**src/rtl/rv_mc_ctrl.sv**
```systemverilog
// rv_mc_ctrl: multi-cycle RV32I control FSM (FETCH/DECODE/EXEC/MEM/WB).
// Optional macro RV_MC_MEM_TIMEOUT_EN adds a memory wait watchdog.
//
// Ports:
//   clk, rst_n      clock (rising), async active-low reset
//   start           leave IDLE and begin fetching
//   instr[31:0]     IR contents, valid from DECODE onward
//   mem_ready       memory handshake, completes access when high
//   br_taken        branch compare result, valid in EXEC
//   imm_sel[2:0]    immediate format (0=I 1=S 2=B 3=U 4=J 6=shamt 7=none)
//   ir_we, pc_we    IR load / PC update strobes
//   pc_src[1:0]     0=PC+4 1=PC+imm 2=ALU 3=reset vector
//   alu_src_b       0=rs2 1=immediate
//   reg_we          register file write enable
//   wb_sel[1:0]     0=ALU 1=memory 2=PC+4
//   mem_re, mem_we  memory read / write requests
//   busy            high outside IDLE
//   illegal         sticky trap flag
//   state_o[2:0]    current state encoding
module rv_mc_ctrl #(
    parameter int         MEM_TIMEOUT  = 16,
    parameter logic [1:0] RESET_PC_SEL = 2'd3
) (
    input  logic        clk,
    input  logic        rst_n,
    input  logic        start,
    input  logic [31:0] instr,
    input  logic        mem_ready,
    input  logic        br_taken,
    output logic [2:0]  imm_sel,
    output logic        ir_we,
    output logic        pc_we,
    output logic [1:0]  pc_src,
    output logic        alu_src_b,
    output logic        reg_we,
    output logic [1:0]  wb_sel,
    output logic        mem_re,
    output logic        mem_we,
    output logic        busy,
    output logic        illegal,
    output logic [2:0]  state_o
);

    localparam logic [2:0] S_IDLE   = 3'd0;
    localparam logic [2:0] S_FETCH  = 3'd1;
    localparam logic [2:0] S_DECODE = 3'd2;
    localparam logic [2:0] S_EXEC   = 3'd3;
    localparam logic [2:0] S_MEM    = 3'd4;
    localparam logic [2:0] S_WB     = 3'd5;
    localparam logic [2:0] S_TRAP   = 3'd6;
    localparam logic [2:0] S_RESET  = 3'd7;

    localparam logic [6:0] OP_LOAD   = 7'b0000011;
    localparam logic [6:0] OP_STORE  = 7'b0100011;
    localparam logic [6:0] OP_BRANCH = 7'b1100011;
    localparam logic [6:0] OP_JALR   = 7'b1100111;
    localparam logic [6:0] OP_JAL    = 7'b1101111;
    localparam logic [6:0] OP_IMM    = 7'b0010011;
    localparam logic [6:0] OP_REG    = 7'b0110011;
    localparam logic [6:0] OP_LUI    = 7'b0110111;
    localparam logic [6:0] OP_AUIPC  = 7'b0010111;

    localparam logic [4:0] LP_TO_LAST = 5'(MEM_TIMEOUT - 1);

    logic [2:0] r_state;
    logic [2:0] r_imm_sel;
    logic [6:0] r_opc;
    logic       r_rd_zero;
    logic       r_illegal;

    logic [2:0] w_next;
    logic [2:0] w_dec_imm;
    logic       w_dec_ok;
    logic       w_ir_we;
    logic       w_pc_we;
    logic [1:0] w_pc_src;
    logic       w_alu_src_b;
    logic       w_reg_we;
    logic [1:0] w_wb_sel;
    logic       w_mem_re;
    logic       w_mem_we;
    logic       w_timeout;

    // Instruction class comes from the opcode latched in DECODE, so
    // later states do not depend on the IR staying stable.
    logic w_is_load;
    logic w_is_store;
    logic w_is_br;
    logic w_is_jal;
    logic w_is_jalr;
    logic w_is_reg;

    assign w_is_load  = (r_opc == OP_LOAD);
    assign w_is_store = (r_opc == OP_STORE);
    assign w_is_br    = (r_opc == OP_BRANCH);
    assign w_is_jal   = (r_opc == OP_JAL);
    assign w_is_jalr  = (r_opc == OP_JALR);
    assign w_is_reg   = (r_opc == OP_REG);

    always_comb begin
        w_dec_imm = 3'd7;
        w_dec_ok  = 1'b1;
        case (instr[6:0])
            OP_IMM: begin
                if (instr[13:12] == 2'b01)
                    w_dec_imm = 3'd6;
                else
                    w_dec_imm = 3'd0;
            end
            OP_LOAD,
            OP_JALR:   w_dec_imm = 3'd0;
            OP_STORE:  w_dec_imm = 3'd1;
            OP_BRANCH: w_dec_imm = 3'd2;
            OP_LUI,
            OP_AUIPC:  w_dec_imm = 3'd3;
            OP_JAL:    w_dec_imm = 3'd4;
            OP_REG:    w_dec_imm = 3'd7;
            default: begin
                w_dec_imm = 3'd7;
                w_dec_ok  = 1'b0;
            end
        endcase
    end

`ifdef RV_MC_MEM_TIMEOUT_EN
    logic [4:0] r_wait;
    logic       w_unused;

    assign w_timeout = !mem_ready && (r_wait == LP_TO_LAST);
    assign w_unused  = ^instr[31:15];

    // Clears on any state change, so each FETCH/MEM entry starts at 0.
    always_ff @(posedge clk or negedge rst_n) begin
        if (!rst_n)
            r_wait <= 5'd0;
        else if (w_next != r_state)
            r_wait <= 5'd0;
        else if (!mem_ready &&
                 (r_state == S_FETCH || r_state == S_MEM))
            r_wait <= r_wait + 5'd1;
    end
`else
    logic w_unused;

    assign w_timeout = 1'b0;
    assign w_unused  = ^{instr[31:15], LP_TO_LAST};
`endif

    always_comb begin
        w_next      = r_state;
        w_ir_we     = 1'b0;
        w_pc_we     = 1'b0;
        w_pc_src    = 2'd0;
        w_alu_src_b = 1'b0;
        w_reg_we    = 1'b0;
        w_wb_sel    = 2'd0;
        w_mem_re    = 1'b0;
        w_mem_we    = 1'b0;
        case (r_state)
            S_RESET: begin
                w_pc_we  = 1'b1;
                w_pc_src = RESET_PC_SEL;
                w_next   = S_IDLE;
            end
            S_IDLE: begin
                if (start)
                    w_next = S_FETCH;
            end
            S_FETCH: begin
                w_mem_re = 1'b1;
                if (mem_ready) begin
                    w_ir_we = 1'b1;
                    w_pc_we = 1'b1;
                    w_next  = S_DECODE;
                end else if (w_timeout) begin
                    w_next = S_TRAP;
                end
            end
            S_DECODE: begin
                w_next = w_dec_ok ? S_EXEC : S_TRAP;
            end
            S_EXEC: begin
                w_alu_src_b = !(w_is_reg || w_is_br);
                unique case (1'b1)
                    w_is_br: begin
                        w_pc_we  = br_taken;
                        w_pc_src = 2'd1;
                        w_next   = S_FETCH;
                    end
                    w_is_jal: begin
                        w_pc_we  = 1'b1;
                        w_pc_src = 2'd1;
                        w_next   = S_WB;
                    end
                    w_is_jalr: begin
                        w_pc_we  = 1'b1;
                        w_pc_src = 2'd2;
                        w_next   = S_WB;
                    end
                    (w_is_load || w_is_store): begin
                        w_next = S_MEM;
                    end
                    default: begin
                        w_next = S_WB;
                    end
                endcase
            end
            S_MEM: begin
                w_mem_re = w_is_load;
                w_mem_we = !w_is_load;
                if (mem_ready)
                    w_next = w_is_load ? S_WB : S_FETCH;
                else if (w_timeout)
                    w_next = S_TRAP;
            end
            S_WB: begin
                w_reg_we = !r_rd_zero;
                if (w_is_load)
                    w_wb_sel = 2'd1;
                else if (w_is_jal || w_is_jalr)
                    w_wb_sel = 2'd2;
                w_next = S_FETCH;
            end
            S_TRAP: begin
                w_next = S_TRAP;
            end
            default: begin
                w_next = S_RESET;
            end
        endcase
    end

    always_ff @(posedge clk or negedge rst_n) begin
        if (!rst_n) begin
            r_state   <= S_RESET;
            r_imm_sel <= 3'd7;
            r_opc     <= 7'd0;
            r_rd_zero <= 1'b1;
            r_illegal <= 1'b0;
        end else begin
            r_state <= w_next;
            if (r_state == S_DECODE) begin
                r_imm_sel <= w_dec_imm;
                r_opc     <= instr[6:0];
                r_rd_zero <= (instr[11:7] == 5'd0);
            end
            if (w_next == S_TRAP)
                r_illegal <= 1'b1;
        end
    end

    // Strobes are gated by rst_n so a reset mid-access drops them
    // immediately, without waiting for a clock edge.
    assign imm_sel   = !rst_n ? 3'd7 :
                       (r_state == S_DECODE) ? w_dec_imm : r_imm_sel;
    assign ir_we     = rst_n & w_ir_we;
    assign pc_we     = rst_n & w_pc_we;
    assign pc_src    = rst_n ? w_pc_src : RESET_PC_SEL;
    assign alu_src_b = rst_n & w_alu_src_b;
    assign reg_we    = rst_n & w_reg_we;
    assign wb_sel    = rst_n ? w_wb_sel : 2'd0;
    assign mem_re    = rst_n & w_mem_re;
    assign mem_we    = rst_n & w_mem_we;
    assign busy      = rst_n & (r_state != S_IDLE);
    assign illegal   = r_illegal;
    assign state_o   = r_state;

endmodule

```
**config.mk**
```make
export PLATFORM = sky130hd
export DESIGN_NAME = rv_mc_ctrl
export DESIGN_NICKNAME = d
export VERILOG_FILES = /design/src/rtl/rv_mc_ctrl.sv
export SDC_FILE = /design/constraint.sdc
export NUM_CORES = 1
export LEC_CHECK = 0
export CORE_MARGIN = 3
export CORE_UTILIZATION = 40
export CTS_BUF_LIST = sky130_fd_sc_hd__clkbuf_8
export DETAILED_ROUTE_END_ITERATION = 16
export PLACE_DENSITY = 0.82
export SYNTH_ARGS = -nofsm -noshare
export SYNTH_HDL_FRONTEND = slang
export SYNTH_SLANG_ARGS = --single-unit
```
**constraint.sdc**
```tcl
create_clock -name clk -period 2.2 [get_ports clk]
set_input_delay 0.44 -clock clk [delete_from_list [all_inputs] [get_ports clk]]
set_output_delay 0.44 -clock clk [all_outputs]
set_load 0.02 [all_outputs]
```
==> results of run 1 <==
where the power goes:
| group | internal [mW] | total (mW) | switching [mW] |
|---|---|---|---|
| combinational | 0.520 | 1.04 | 0.524 |
| sequential | 0.440 | 0.525 | 0.0850 |
| clock | 0.125 | 0.227 | 0.102 |
| total | 1.09 | 1.80 | 0.711 |
registers in the layout (all words and copies together), names as in the netlist:
register / cells
r_opc: 7
r_imm_sel: 3
state_o: 3
illegal: 1
r_rd_zero: 1
per-layer routing:
metal  wire length [µm]  vias up  part of all wire  global-route usage
li1                   -      564                 -                   -
met4                 71        0             0.021              0.0644
met5                  0        -                 0                   0
met3                187       11             0.056              0.0371
met2               1710       47              0.51               0.399
met1               1370      549              0.41               0.245
what timing repair did:
item / 4_1_cts / 5_1_grt
pin swaps: 7 / 6
buffers inserted: 3 / 1
gates resized for setup: 55 / 27
setup endpoints to repair: 14 / 12
area by class of cell:
type / instances / area [µm²] / share of cell area
Multi-Input combinational cell: 90 / 647 / 0.376
Timing Repair Buffer: 72 / 591 / 0.343
Sequential cell: 15 / 384 / 0.223
Clock buffer: 3 / 41.3 / 0.0240
Tap cell: 28 / 35.0 / 0.0203
Inverter: 5 / 18.8 / 0.0109
Clock inverter: 1 / 5.00 / 0.00291
through the flow:
| step | util | worst slack [ps] | instance area (µm²) | cells | total power [mW] |
|---|---|---|---|---|---|
| global placement | 0.706 | -563 | 1620 | 206 | 1.48 |
| finish | 0.749 | -53.8 | 1720 | 214 | 1.80 |
| floorplan | - | 30.1 | 1010 | 116 | 1.04 |
| CTS | 0.742 | -135 | 1710 | 213 | 1.76 |
| detailed placement | 0.706 | -611 | 1620 | 206 | 1.52 |
| global route | 0.749 | -124 | 1720 | 214 | 1.91 |
worst min-delay path by stage:
stage                        startpoint  slack (ps)                  end  cells past startpoint
floorplan                         rst_n         140  illegal$_DFFE_PN0N_                      0
global placement    illegal$_DFFE_PN0N_         450  illegal$_DFFE_PN0N_                      1
detailed placement  illegal$_DFFE_PN0N_         470  illegal$_DFFE_PN0N_                      1
CTS                 illegal$_DFFE_PN0N_         490  illegal$_DFFE_PN0N_                      1
global route        illegal$_DFFE_PN0N_         510  illegal$_DFFE_PN0N_                      1
finish              illegal$_DFFE_PN0N_         490  illegal$_DFFE_PN0N_                      1
cell usage after synthesis, types with 2 or more instances:
cell type,number,area [µm²]
sky130_fd_sc_hd__a21oi_1,3,15.0
sky130_fd_sc_hd__mux2_2,7,78.8
sky130_fd_sc_hd__o21ai_0,9,45.0
sky130_fd_sc_hd__a21boi_0,2,15.0
sky130_fd_sc_hd__a31oi_1,4,25.0
sky130_fd_sc_hd__clkbuf_1,5,18.8
sky130_fd_sc_hd__nor2b_1,4,25.0
sky130_fd_sc_hd__inv_1,5,18.8
sky130_fd_sc_hd__nor3_1,3,15.0
sky130_fd_sc_hd__nor2_1,13,48.8
sky130_fd_sc_hd__dfrtp_1,8,200
sky130_fd_sc_hd__dfstp_2,7,184
sky130_fd_sc_hd__nand3_1,6,30.0
sky130_fd_sc_hd__nand2_1,7,26.3
sky130_fd_sc_hd__o32a_1,2,20.0
sky130_fd_sc_hd__nor4_1,2,12.5
sky130_fd_sc_hd__nand2b_1,6,37.5
sky130_fd_sc_hd__and3_1,3,18.8
logic make-up after synthesis:
logic type | Yosys count | synth area share
compound gates | 28 | 0.182
mux | 8 | 0.0880
simple gates | 53 | 0.299
xor+xnor | 1 | 0.00868
flops | 15 | 0.380
buf+inv | 11 | 0.0421
==> flow_summary_export.csv, run 1 <==
group,metric,value,unit
sta,worstMarginPinSlew,280,ps
critical_path,max_stage_delay,540,ps
clock_tree,clock-root-buffer,"sky130_fd_sc_hd__clkbuf_8",
critical_path,critPathRequiredTime,1760,ps
clock_tree,number_of_buffers_inserted_by_hold_repair_at_cts,0,
min_path,worst_hold_path_type,"reg2reg",
global_route,grt_antenna_before_repair,0,
pwr,p_leak,0.768,nW
global_route,track_usage,0.214,
layout,final_common_cell,"sky130_fd_sc_hd__buf_4",
global_route,grt_start_max_net_pins,16,
yosys,postSynthRegisterBits,15,
clock_tree,clkSinkCount,15,
yosys,syn-num-nets,153,
placed_design,dpl.hpwl,2510,µm
critical_path,worstReg2RegStart,"r_opc[3]$_DFFE_PN0P_",
layout,mostFrequentLayoutCells,"35 x sky130_fd_sc_hd__buf_4, 16 x sky130_fd_sc_hd__clkdlybuf4s50_1, 12 x sky130_fd_sc_hd__nor2_1",
floorplanning,die_area,3160,µm²
floorplanning,design.core.area,2300,µm²
global_route,wire_length_of_the_first_global_routing_pass,5440,µm
global_route,grt_pass1_vias,1243,
floorplanning,io_pins,55,
floorplanning,initial_utilization,0.440,
run,cap_violations,0,
routing,drt_drc_violations_left,0,
routing,detail_route.wl_per_cell,15.6,µm
floorplanning,die_h,56.2,µm
routing,route.antenna.remaining_nets,0,
critical_path,start_point_of_the_critical_path,"state_o[1]$_DFF_PN1_",
routing,route.detailed.vias_per_inst,5.47,
critical_path,worst_ep_arrival_time,1810,ps
sta,hold_fails_final_rpt,0,
yosys,synth.avg_cell_area,8.70,µm²
yosys,ys_warn_count,0,
pwr,power_density,1040,nW/µm²
run_status,run_status,"finished, violations left",
sta,final.setup_skew,5.92,ps
yosys,synth_enable_flop_cells,0,
placed_design,port_buffers,36,
clock_tree,cts_made_buffers,3,
global_route,globalRouteOverflowTotal,0,
routing,finalWirelength,3340,µm
yosys,synth_seq_area_share,0.380,
sta,finalWorstPathRequiredPeriod,2250,ps
clock_tree,clk-insertion-delay-late,250,ps
yosys,netlist_area,1010,µm²
sta,finalSetupViolations,3,
sta,final_min_period_over_clock_period,1.02,
clock_tree,clk_buf_depth,2,
critical_path,critPathMaxFanout,3,
critical_path,worstSetupPathType,"reg2out",
sta,setup-tns-final,-135,ps
yosys,netlist_instances,116,
critical_path,crit_chain,"nor3b_4, nand3_2, nor4_2, o21ai_1, buf_4",
clock_tree,clk_pin_slew_worst_paths,70,ps
run_status,failing_checks,"negative setup slack",
critical_path,critical_path_cell_count,5,
layout,n_fill_cell,158,
sta,maxSlewHeadroom,0.812,
critical_path,crit_path_end_kind,"primary output",
pwr,peak_supply_drop,0.728,mV
sta,fin_hold_ws,486,ps
layout,num_antenna_cells,0,
sta,post-route-worst-setup-slack,-53.8,ps
routing,drt_iter0_drc,35,
critical_path,critical_path_buf_inv_count,1,
floorplanning,placement_rows,17,
critical_path,critical_path.top_delay_family,"simple AND/OR/NAND/NOR gates",
critical_path,worst_setup_path_start_kind,"flop",
layout,final_layout_size_suffix_gt1_frac,0.446,
critical_path,ff2ff_path_depth,6,
yosys,postSynth.asyncResetShare,1.00,
layout,layout-area-overhead-vs-synth,70.5,%
floorplanning,die-width,56.2,µm
clock_tree,cts_tree,"built",
sta,slew_violations,0,
layout,final_nets,224,
placed_design,final_wtd_congestion,0.827,
yosys,synth.lib_cells_used.distinct,38,
routing,vias,1171,
critical_path,endpoint,"imm_sel[2]",
critical_path,reg2reg_to,"state_o[2]$_DFF_PN1_",
clock_tree,ctsHtreeMaxLevel,1,
critical_path,critical_path.slowest_cell,"sky130_fd_sc_hd__dfstp_2",
critical_path,r2r_setup_slack,590,ps
sta,grt_setup_unrepaired,"yes",
sta,upper_clock_frequency_limit,444,MHz
yosys,dominantRegCellSynth,"sky130_fd_sc_hd__dfrtp_1",
routing,drt_first_pass_iters,4,
Note: power is estimated with default switching activity, not from simulation.
==> inputs of run 2 (changes only) <==
CORE_MARGIN = 4   (was 3)
==> run 2 against run 1 <==
The flow still finishes with violations (negative setup slack). Critical path depth unchanged. Sequential power about the same. Die area increased by 7.2%. Sequential share of layout area decreased by 0.16 points. Largest cell class unchanged.
==> flow_summary_export.csv, run 2 (same netlist as run 1, synthesis figures left out) <==
group,metric,value,unit
layout,largest_reg_flops,7,
critical_path,max_stage_delay,540,ps
floorplanning,io_pins,55,
critical_path,worstSetupPathType,"reg2out",
placed_design,postPlaceCellArea,1610,µm²
pwr,intPower,1.09,mW
floorplanning,die_area,3390,µm²
run,cap_violations,0,
layout,seqCellArea,384,µm²
floorplanning,placement_rows,17,
pwr,switching_power_total,709,µW
layout,num_antenna_cells,0,
sta,final_min_period_over_clock_period,1.01,
global_route,grt_antenna_before_repair,0,
sta,final.setup_skew,0.933,ps
sta,upper_clock_frequency_limit,450,MHz
clock_tree,cts_made_buffers,3,
critical_path,crit_path_end_kind,"primary output",
critical_path,worstReg2RegStart,"state_o[1]$_DFF_PN1_",
critical_path,start_point_of_the_critical_path,"state_o[1]$_DFF_PN1_",
clock_tree,clkSinkCount,15,
layout,final_nets,224,
pwr,p_leak,0.773,nW
clock_tree,number_of_buffers_inserted_by_hold_repair_at_cts,0,
floorplanning,die-width,58.2,µm
routing,detail_route.wl_per_cell,15.9,µm
routing,drt_iter0_drc,32,
min_path,worst_hold_path_type,"in2async",
pwr,comb_power_share,0.582,
global_route,track_usage,0.207,
clock_tree,clk_buf_depth,2,
sta,worstMarginPinSlew,333,ps
layout,final_cell_area,1730,µm²
routing,finalWirelength,3410,µm
routing,route.detailed.vias_per_inst,5.64,
sta,post-route-worst-setup-slack,-22.9,ps
layout,final_layout_size_suffix_gt1_frac,0.430,
floorplanning,die_h,58.2,µm
global_route,grt_pass1_vias,1188,
routing,vias,1207,
placed_design,port_buffers,36,
layout,mostFrequentLayoutCells,"39 x sky130_fd_sc_hd__buf_4, 15 x sky130_fd_sc_hd__clkdlybuf4s50_1, 13 x sky130_fd_sc_hd__nor2_1",
clock_tree,cts_tree,"built",
layout,n_fill_cell,164,
routing,drt_drc_violations_left,0,
layout,layout-area-overhead-vs-synth,71.7,%
pwr,switching_share,0.395,
routing,route.antenna.remaining_nets,0,
layout,final_common_cell,"sky130_fd_sc_hd__buf_4",
routing,drt_first_pass_iters,4,
clock_tree,clock-root-buffer,"sky130_fd_sc_hd__clkbuf_8",
global_route,wire_length_of_the_first_global_routing_pass,5380,µm
floorplanning,initial_utilization,0.440,
pwr,power.share.sequential,0.292,
critical_path,critPathMaxFanout,3,
floorplanning,design.core.area,2300,µm²
global_route,grt_start_max_net_pins,16,
pwr,peak_supply_drop,0.656,mV
sta,maxSlewHeadroom,0.776,
critical_path,worst_setup_path_start_kind,"flop",
sta,hold_fails_final_rpt,0,
sta,finalWorstPathRequiredPeriod,2220,ps
pwr,clock_power_share,0.126,
sta,finalSetupViolations,2,
critical_path,worst_ep_arrival_time,1780,ps
layout,max_flop_register,"r_opc",
critical_path,crit_chain,"nor3b_4, nand3_2, o32a_1, nand2b_4, buf_6",
clock_tree,clk-insertion-delay-late,250,ps
run_status,failing_checks,"negative setup slack",
run_status,run_status,"finished, violations left",
placed_design,dpl.hpwl,2600,µm
sta,slew_violations,0,
global_route,globalRouteOverflowTotal,0,
sta,fin_hold_ws,280,ps
clock_tree,ctsHtreeMaxLevel,1,
critical_path,critical_path.slowest_cell,"sky130_fd_sc_hd__dfstp_2",
sta,grt_setup_unrepaired,"yes",
placed_design,final_wtd_congestion,0.847,
clock_tree,clk_pin_slew_worst_paths,60,ps
critical_path,critPathRequiredTime,1760,ps
pwr,power_density,1040,nW/µm²
layout,multi_input_area,643,µm²
==> run 2: per-layer routing <==
layer,vias up,part of all wire,track usage
li1,567,-,-
met5,-,0,0
met2,56,0.49,0.377
met1,574,0.41,0.234
met4,0,0.027,0.0894
met3,10,0.068,0.0356
==> run 2: repair_timing <==
| item | CTS | global route |
|---|---|---|
| gates resized for setup | 51 | 28 |
| setup endpoints to repair | 14 | 14 |
| pin swaps | 4 | 7 |
| setup buffers | 2 | 5 |
==> run 2: final cells by class <==
type | count | area share
multi-input combinational | 90 | 0.371
timing repair buffer | 72 | 0.350
sequential | 15 | 0.222
clock buffer | 3 | 0.0238
tap | 28 | 0.0202
inverter | 5 | 0.0108
clock inverter | 1 | 0.00289
==> run 2: critical path, delay by kind of cell (launching register included) <==
kind                   cells  cell delay, ps
buffers and inverters      1             130
AO/OA/AOI/OAI              1             330
AND/OR/NAND/NOR            3             540
flip-flops                 1             540
==> run 2: stage by stage <==
stage	util	setup TNS, ps	setup slack (ps)	std cells	power (mW)
2_1_floorplan	-	0	30.1	116	1.04
3_3_place_gp	0.699	-4060	-573	204	1.47
3_5_place_dp	0.699	-4530	-659	204	1.51
4_1_cts	0.727	-376	-122	210	1.74
5_1_grt	0.755	-400	-127	214	1.91
6_report	0.755	-24.6	-22.9	214	1.80
==> run 2: final timing paths <==
kind	end	slack, ps	cells after the start
worst max-delay path	imm_sel[0]	-20	5
worst min-delay path	illegal$_DFFE_PN0N_	280	2
worst max register to register	r_opc[6]$_DFFE_PN0P_	640	4
worst min register to register	illegal$_DFFE_PN0N_	480	1
max in group asynchronous	r_rd_zero$_DFFE_PN1P_	1670	2
min in group clk	illegal$_DFFE_PN0N_	480	1
==> run 2: power by group through the flow <==
| stage | Sequential (mW) | Clock (mW) | Combinational [mW] |
|---|---|---|---|
| floorplan | 0.568 | 0 | 0.475 |
| global placement | 0.514 | 0 | 0.956 |
| detailed placement | 0.521 | 0 | 0.988 |
| CTS | 0.520 | 0.234 | 0.988 |
| global route | 0.543 | 0.245 | 1.12 |
| finish | 0.524 | 0.227 | 1.04 |
